$ cat config.mk
export PLATFORM = sky130hd
export DESIGN_NAME = regfile_wb_arb
export DESIGN_NICKNAME = d
export VERILOG_FILES = /design/src/rtl/regfile_wb_arb.sv
export SDC_FILE = /design/constraint.sdc
export NUM_CORES = 1
export LEC_CHECK = 0
export ABC_AREA = 1
export BUFFER_PORTS_ARGS = -buffer_cell sky130_fd_sc_hd__buf_2
export CAP_MARGIN = 25
export CORE_ASPECT_RATIO = 1.5
export CORE_UTILIZATION = 50
export DETAILED_ROUTE_END_ITERATION = 7
export PLACE_DENSITY_LB_ADDON = 0.15
export SETUP_SLACK_MARGIN = 0.3
export SLEW_MARGIN = 20
export SYNTH_ARGS = -nofsm -noshare
export SYNTH_HDL_FRONTEND = slang
export SYNTH_SLANG_ARGS = --single-unit
$ cat constraint.sdc
create_clock -name clk -period 1.5 [get_ports clk]
set_input_delay 0.15 -clock clk [delete_from_list [all_inputs] [get_ports clk]]
set_output_delay 0.15 -clock clk [all_outputs]
set_load 0.005 [all_outputs]
$ cat src/rtl/regfile_wb_arb.sv
// Write-back arbiter: buffers one ALU and one load result and feeds the
// register-file write port with one registered write per cycle, oldest first.
module regfile_wb_arb #(
    parameter bit MEM_WINS_TIE = 1'b1
) (
    input  logic        clk,
    input  logic        rst_n,
    input  logic        alu_valid,
    output logic        alu_ready,
    input  logic [4:0]  alu_rd,
    input  logic [31:0] alu_data,
    input  logic        mem_valid,
    output logic        mem_ready,
    input  logic [4:0]  mem_rd,
    input  logic [31:0] mem_data,
    output logic        we3,
    output logic [4:0]  wa3,
    output logic [31:0] wd3,
    output logic        busy
);

    logic        alu_full, mem_full, old_mem;
    logic [4:0]  alu_rd_q, mem_rd_q;
    logic [31:0] alu_data_q, mem_data_q;

    logic grant_alu, grant_mem;
    logic alu_load, mem_load;
    logic alu_full_n, mem_full_n, old_mem_n;

    // Handshake: a beat transfers on a rising edge when valid && ready; ready
    // depends only on slot occupancy and the grant, never on valid.
    always_comb begin
        grant_alu  = alu_full && (!mem_full || !old_mem);
        grant_mem  = mem_full && (!alu_full || old_mem);
        alu_ready  = !alu_full || grant_alu;
        mem_ready  = !mem_full || grant_mem;
        // Writes to x0 are accepted but never occupy a slot.
        alu_load   = alu_valid && alu_ready && (alu_rd != 5'd0);
        mem_load   = mem_valid && mem_ready && (mem_rd != 5'd0);
        alu_full_n = alu_load || (alu_full && !grant_alu);
        mem_full_n = mem_load || (mem_full && !grant_mem);
        old_mem_n  = old_mem;
        if (alu_load && mem_load) begin
            old_mem_n = MEM_WINS_TIE;
        end else if (alu_load && mem_full_n) begin
            old_mem_n = 1'b1;
        end else if (mem_load && alu_full_n) begin
            old_mem_n = 1'b0;
        end
    end

    always_ff @(posedge clk) begin
        if (!rst_n) begin
            alu_full   <= 1'b0;
            mem_full   <= 1'b0;
            old_mem    <= 1'b0;
            alu_rd_q   <= 5'd0;
            alu_data_q <= 32'd0;
            mem_rd_q   <= 5'd0;
            mem_data_q <= 32'd0;
            we3        <= 1'b0;
            wa3        <= 5'd0;
            wd3        <= 32'd0;
        end else begin
            alu_full <= alu_full_n;
            mem_full <= mem_full_n;
            old_mem  <= old_mem_n;
            if (alu_load) begin
                alu_rd_q   <= alu_rd;
                alu_data_q <= alu_data;
            end
            if (mem_load) begin
                mem_rd_q   <= mem_rd;
                mem_data_q <= mem_data;
            end
            // Address and data hold their last values when nothing retires.
            if (grant_alu) begin
                we3 <= 1'b1;
                wa3 <= alu_rd_q;
                wd3 <= alu_data_q;
            end else if (grant_mem) begin
                we3 <= 1'b1;
                wa3 <= mem_rd_q;
                wd3 <= mem_data_q;
            end else begin
                we3 <= 1'b0;
            end
        end
    end

    assign busy = alu_full || mem_full || we3;

endmodule

==> impl_metrics.toml, run 1 <==
[outcome]
outcome = "finished with violations"
failed_checks = "negative hold slack, negative setup slack"

[sta]
setup_slack_ns = -0.135
fmax_mhz = 612
number_of_setup_violations_in_the_final_report = 20
rsz_0062_raised_after_global_routing = "true"
layout_worst_path_cycle_share_pct = 109
fin_skew_ns = 0.0100
final.hold.worst_slack_ns = -0.0111
maxSlewViolCount = 0
max-slew-margin-rel_pct = 64.3
worst_pin_slew_ns = 0.536
period_needed_ns = 1.64
finalSetupTns_ns = -0.819
hold_violations = 5

[yosys]
largest_family_of_logic_cells_by_synthesized_area = "compound AO/OA/AOI/OAI gates"
synth_area_per_cell_um2 = 7.48
synth_area_leaders = "sky130_fd_sc_hd__dfxtp_1 (52%), sky130_fd_sc_hd__nor2_1 (12%), sky130_fd_sc_hd__o21ai_0 (12%)"
synth-main-ff-cell = "sky130_fd_sc_hd__dfxtp_1"
postSynthNetCount = 674
synth_mux_area_share_pct = 0
postSynthCellCount = 596
area_share_of_xor_xnor_cells_in_the_synthesized_design_pct = 0
async_sr_flop_fraction_pct = 0
seq_area_frac_synth_pct = 51.7
synth-compound-area-share_pct = 20.5
yosysTopAreaCell = "sky130_fd_sc_hd__dfxtp_1"
post_synth_edffs = 0
yosysUniqueCellTypes = 20
synth_top_cells_by_count = "sky130_fd_sc_hd__nor2_1 (143), sky130_fd_sc_hd__dfxtp_1 (115), sky130_fd_sc_hd__o21ai_0 (104)"
ys_ff_latch = 115
synth-simple-area-share_pct = 19.0
synthAdderAreaFrac_pct = 0
synth_top_cell_area_share_pct = 51.7
synth.yosys.warnings = 0
synth.most_common_cell = "sky130_fd_sc_hd__nor2_1"
syn-cell-area_um2 = 4460

[cts]
cts-buffers-inserted = 17
cts.clk_slew.worst_paths_ns = 0.05
insertion_delay_ns = 0.42
clock_path_buffers = 2
ctsRootBufferMaster = "sky130_fd_sc_hd__clkbuf_16"
cts.sink_count = 115
tritoncts = "built"
h-tree-depth = 4

[die]
pin_count = 119
core_area_um2 = 8520
die_height_um = 118
die_w_um = 79.1
initial_core_utilization_pct = 52.3
fp-row-count = 41
die_area_um2 = 9300

[global_routing]
initial_antenna_violation_count = 1
grt_pass1_wl_um = 24900
pin_count_of_the_biggest_net_entering_global_routing = 41
grt.total_usage_pct = 35.5
first_global_vias = 5073
globalRouteOverflowTotal = 0

[worst_setup_path]
timing.critical_path.from_type = "register"
worst-setup-path-type = "reg -> reg"
path_max_fanout = 9
end_kind = "register"
worst-endpoint-arrival_ns = 1.93
worst_ep_required_time_ns = 1.79

[power]
report.power.total_w = 0.00925
powerDensity_nw_per_um2 = 1190
max-vdd-ir-drop_mv = 1.09
leak_nw = 3.32

[worst_hold_path]
min_path_type = "in -> reg"

[route]
routed_length_on_met1_um = 7020
postRouteAntennaNets = 0
detail_route.wl_per_cell_um = 24.3
top_layer = "met5"
dr_vias = 5684
initialDrtViolationCount = 615
drc = 0
dr.pass1.iters = 5
post_route_wl_um = 22200
wl_met3_um = 2460
routed-wl-met2_um = 10600
route.detailed.vias_per_inst = 6.23

[placement]
dp_hpwl_um = 7620
port_buffers = 118
routabilityCongestion = 0.847

[finish]
multi_input_comb_area_um2 = 2570
nets = 873
area.sequential_um2 = 2310
area.growth.synth_to_final_pct = 74.7
insertedDiodeCount = 0
fillCellCount = 317
fraction_of_final_layout_cells_sized_beyond_drive_strength_1_pct = 44.3

[job]
max_cap_violations = 0
-- cell usage in the layout (no fill, tap or decap), types with 24 or more instances in the layout --
master | netlist | final
sky130_fd_sc_hd__nor2_4 | 0 | 48
sky130_fd_sc_hd__dlygate4sd3_1 | 0 | 39
sky130_fd_sc_hd__nand2_1 | 57 | 47
sky130_fd_sc_hd__o21ai_1 | 5 | 54
sky130_fd_sc_hd__a21oi_1 | 71 | 45
sky130_fd_sc_hd__dfxtp_1 | 115 | 112
sky130_fd_sc_hd__inv_1 | 40 | 38
sky130_fd_sc_hd__o21ai_0 | 104 | 24
sky130_fd_sc_hd__o21ai_2 | 0 | 27
sky130_fd_sc_hd__nor2_1 | 143 | 76
sky130_fd_sc_hd__buf_2 | 10 | 116
-- per-stage QoR --
stage	hold WS [ns]	area, um2	util [%]	worst slack [ns]	std cells
2_1_floorplan	0.296	4490	-	0.299	596
3_3_place_gp	0.391	5170	60.7	0.0414	800
3_5_place_dp	0.403	5170	60.7	-0.0184	800
4_1_cts	0.000234	7130	83.8	0.0800	900
5_1_grt	-0.00314	7790	91.4	-0.138	912
6_report	-0.0111	7790	91.4	-0.135	912
-- layout make-up --
class | count | area share [%]
sequential | 115 | 29.7
timing repair buffer | 220 | 25.9
clock buffer | 23 | 6.14
multi-input combinational | 397 | 33.0
clock inverter | 6 | 1.03
inverter | 44 | 2.51
tap | 107 | 1.72
-- routing by layer --
layer  up-vias  GRT usage, %
met1      2607          37.0
met3       207          9.69
met5         -             0
li1       2331             -
met4         2          24.0
met2       537          60.5
-- report_power, final --
part           switching [W]  leakage [nW]  internal (W)
combinational       0.000983          2.09      0.000826
sequential          0.000221         0.953       0.00329
clock                0.00139         0.279       0.00253
total                0.00260          3.32       0.00665
-- logic make-up after synthesis --
family | count (synthesis)
AOI/OAI and AO/OA | 182
buffers and inverters | 85
and+or+nand+nor | 214
DFF | 115
-- final timing paths --
| path | slack, ns | endpoint | cells after the start | startpoint |
|---|---|---|---|---|
| worst max-delay path | -0.14 | wa3[1] | 7 | alu_full |
| worst min register to register | 0.46 | wd3[17] | 2 | wd3[17] |
| worst min-delay path | -0.01 | mem_data_q[4] | 3 | mem_data[4] |
| worst max register to register | -0.14 | wa3[1] | 7 | alu_full |
-- worst max-delay path, cell delays in order, from the launching register on --
cell	delay (ns)
sky130_fd_sc_hd__dfxtp_4	0.40
sky130_fd_sc_hd__buf_4	0.14
sky130_fd_sc_hd__buf_6	0.14
sky130_fd_sc_hd__nand2_8	0.11
sky130_fd_sc_hd__buf_16	0.18
sky130_fd_sc_hd__nand2_1	0.07
sky130_fd_sc_hd__o21ai_1	0.11
sky130_fd_sc_hd__o21ai_1	0.34
-- flip-flops by register name (all words and copies together) (netlist names) --
name,count
alu_data_q,32
alu_full,1
alu_rd_q,5
mem_data_q,32
mem_full,1
mem_rd_q,5
old_mem,1
wa3,5
wd3,32
we3,1
-- repair_timing --
action | 4_1_cts | 5_1_grt
hold endpoints to repair | 39 | 0
cloned | 13 | 8
gates resized for setup | 193 | 137
setup endpoints to repair | 116 | 117
hold buffers | 39 | 0
pin swaps | 21 | 26
setup buffers | 19 | 4
Note: power is estimated with default switching activity, not from simulation.
==> inputs of run 2 (changes only) <==
--- a/config.mk
+++ b/config.mk
@@ -9,7 +9,7 @@
 export BUFFER_PORTS_ARGS = -buffer_cell sky130_fd_sc_hd__buf_2
 export CAP_MARGIN = 25
 export CORE_ASPECT_RATIO = 1.5
-export CORE_UTILIZATION = 50
+export CORE_UTILIZATION = 35
 export DETAILED_ROUTE_END_ITERATION = 7
 export PLACE_DENSITY_LB_ADDON = 0.15
 export SETUP_SLACK_MARGIN = 0.3
==> run 2 against run 1 <==
  * The flow finishes with violations (negative hold slack)
  * Clock power grew 2%
  * Critical path depth is 2 lower
  * Maximum frequency is 11% higher
  * Flip-flop and latch count unchanged
  * Combinational power is 16% lower
  * Non-clock buffer count down 3
  * Clock skew shrank 0.0041 ns
  * Largest power group unchanged
  * Clock-buffer cell count rose by 3
  * Core utilization decreased by 31 points
  * Final cell count increased by 5.6%
==> impl_metrics.toml, run 2 (synthesized netlist as in run 1, its figures left out) <==
[worst_setup_path]
worst-endpoint-arrival_ns = 1.32
cpLargestDelayFamily = "flip-flops"
worst_ep_required_time_ns = 1.35
worst-setup-path-type = "reg -> out"
timing.critical_path.from_type = "register"
crit_cells = 5
crit_path_cell_trace = "buf_6 > nor2_4 > inv_2 > or2_1 > buf_2"
path_max_fanout = 3
path_buf_inv = 3
critical-path-max-stage-delay_ns = 0.35
end_kind = "output port"
worstRegToRegCells = 7
critical-path-slowest-cell = "sky130_fd_sc_hd__dfxtp_4"

[placement]
placed_cells_incl_taps = 847
routabilityCongestion = 0.725
dpl_cell_area_um2 = 5230
dp_hpwl_um = 8010
port_buffers = 118

[power]
powerDensity_nw_per_um2 = 1200
leak_nw = 3.27
max-vdd-ir-drop_mv = 0.719

[finish]
area.growth.synth_to_final_pct = 67.7
largestRegisters = "alu_data_q x32, mem_data_q x32, wd3 x32"
most-common-layout-cells = "sky130_fd_sc_hd__buf_2 (117), sky130_fd_sc_hd__dfxtp_1 (112), sky130_fd_sc_hd__nor2_1 (99), sky130_fd_sc_hd__a21oi_1 (64), sky130_fd_sc_hd__nand2_1 (51)"
fillCellCount = 1126
fraction_of_final_layout_cells_sized_beyond_drive_strength_1_pct = 38.3
utilization_pct = 60.0
insertedDiodeCount = 0
final_cells = 963
nets = 874
layout.cells.most_common = "sky130_fd_sc_hd__buf_2"
design_area_um2 = 7470

[cts]
insertion_delay_ns = 0.40
cts-buffers-inserted = 17
clock_path_buffers = 2
cts.clk_slew.worst_paths_ns = 0.05
cts.sink_count = 115
tritoncts = "built"
ctsRootBufferMaster = "sky130_fd_sc_hd__clkbuf_16"
h-tree-depth = 4

[die]
core_area_um2 = 12400
initial_core_utilization_pct = 35.8
die_height_um = 140
pin_count = 119
die_area_um2 = 13200
die_w_um = 94.1
fp-row-count = 50

[sta]
maxSlewViolCount = 0
rsz_0062_raised_after_global_routing = "true"
worst_pin_slew_ns = 0.584
final.hold.worst_slack_ns = -0.00967
fin_skew_ns = 0.00592
layout_worst_path_cycle_share_pct = 98.2
number_of_setup_violations_in_the_final_report = 0
max-slew-margin-rel_pct = 61.0
hold_violations = 1
fmax_mhz = 679
period_needed_ns = 1.47

[global_routing]
grt.total_usage_pct = 23.3
first_global_vias = 4532
grt_pass1_wl_um = 22900
globalRouteOverflowTotal = 0
initial_antenna_violation_count = 0
pin_count_of_the_biggest_net_entering_global_routing = 43

[worst_hold_path]
timing.hold.worst_path_depth = 3
min_path_type = "in -> reg"

[route]
drc = 0
initialDrtViolationCount = 197
detail_route.wl_per_cell_um = 15.8
dr_vias = 4710
post_route_wl_um = 15200
dr.pass1.iters = 4
postRouteAntennaNets = 0
route.detailed.vias_per_inst = 4.89

[job]
max_cap_violations = 0

[outcome]
outcome = "finished with violations"
failed_checks = "negative hold slack"
[run 2: report_power, final]
group / total [W] / switching, W / internal [W]
clock: 0.00399 / 0.00131 / 0.00269
sequential: 0.00343 / 0.000137 / 0.00329
combinational: 0.00152 / 0.000745 / 0.000772
[run 2: tightest hold or removal path: cells and delay by family]
kind | cells | cell delay, ns
buffers and inverters | 1 | 0.08
AND/OR/NAND/NOR | 1 | 0.07
AO/OA/AOI/OAI | 1 | 0.06
[run 2: cell type report]
type	instances	area [um2]	share of cell area (%)
clock buffer	26	519	6.95
clock inverter	4	70.1	0.938
inverter	44	201	2.70
multi-input combinational	397	2150	28.7
sequential	115	2310	30.9
tap	156	195	2.61
timing repair buffer	217	1970	26.4
timing repair inverter	4	61.3	0.820
[run 2: per-stage QoR]
| stage | setup WS, ns | power [W] | hold slack, ns | setup TNS, ns |
|---|---|---|---|---|
| 2_1_floorplan | 0.299 | 0.00400 | 0.296 | 0 |
| 3_3_place_gp | 0.0115 | 0.00434 | 0.388 | 0 |
| 3_5_place_dp | -0.0166 | 0.00436 | 0.397 | -0.0268 |
| 4_1_cts | 0.0213 | 0.00887 | 0.000699 | 0 |
| 5_1_grt | -0.0385 | 0.00927 | 0.00634 | -0.0401 |
| 6_report | 0.0264 | 0.00894 | -0.00967 | 0 |
[run 2: worst paths after layout]
kind / slack [ns] / endpoint / from
setup / recovery: 0.03 / busy / alu_full
hold / removal: -0.01 / mem_data_q[5] / mem_data[5]
setup reg to reg: 0.06 / wa3[4] / alu_full
hold reg to reg: 0.46 / wd3[28] / wd3[28]
[run 2: what timing repair did]
action,CTS,global route
buffers inserted,19,3
gates cloned,19,1
hold buffers,44,0
endpoints found under the setup margin,117,116
endpoints found under the hold margin,44,0
resized for setup,138,71
pin swaps,8,14
[run 2: routing by layer]
layer / routed length, um / GRT usage (%)
met5: 0 / 0
met2: 8450 / 43.3
met3: 615 / 4.72
met1: 5920 / 25.4
met4: 257 / 8.66
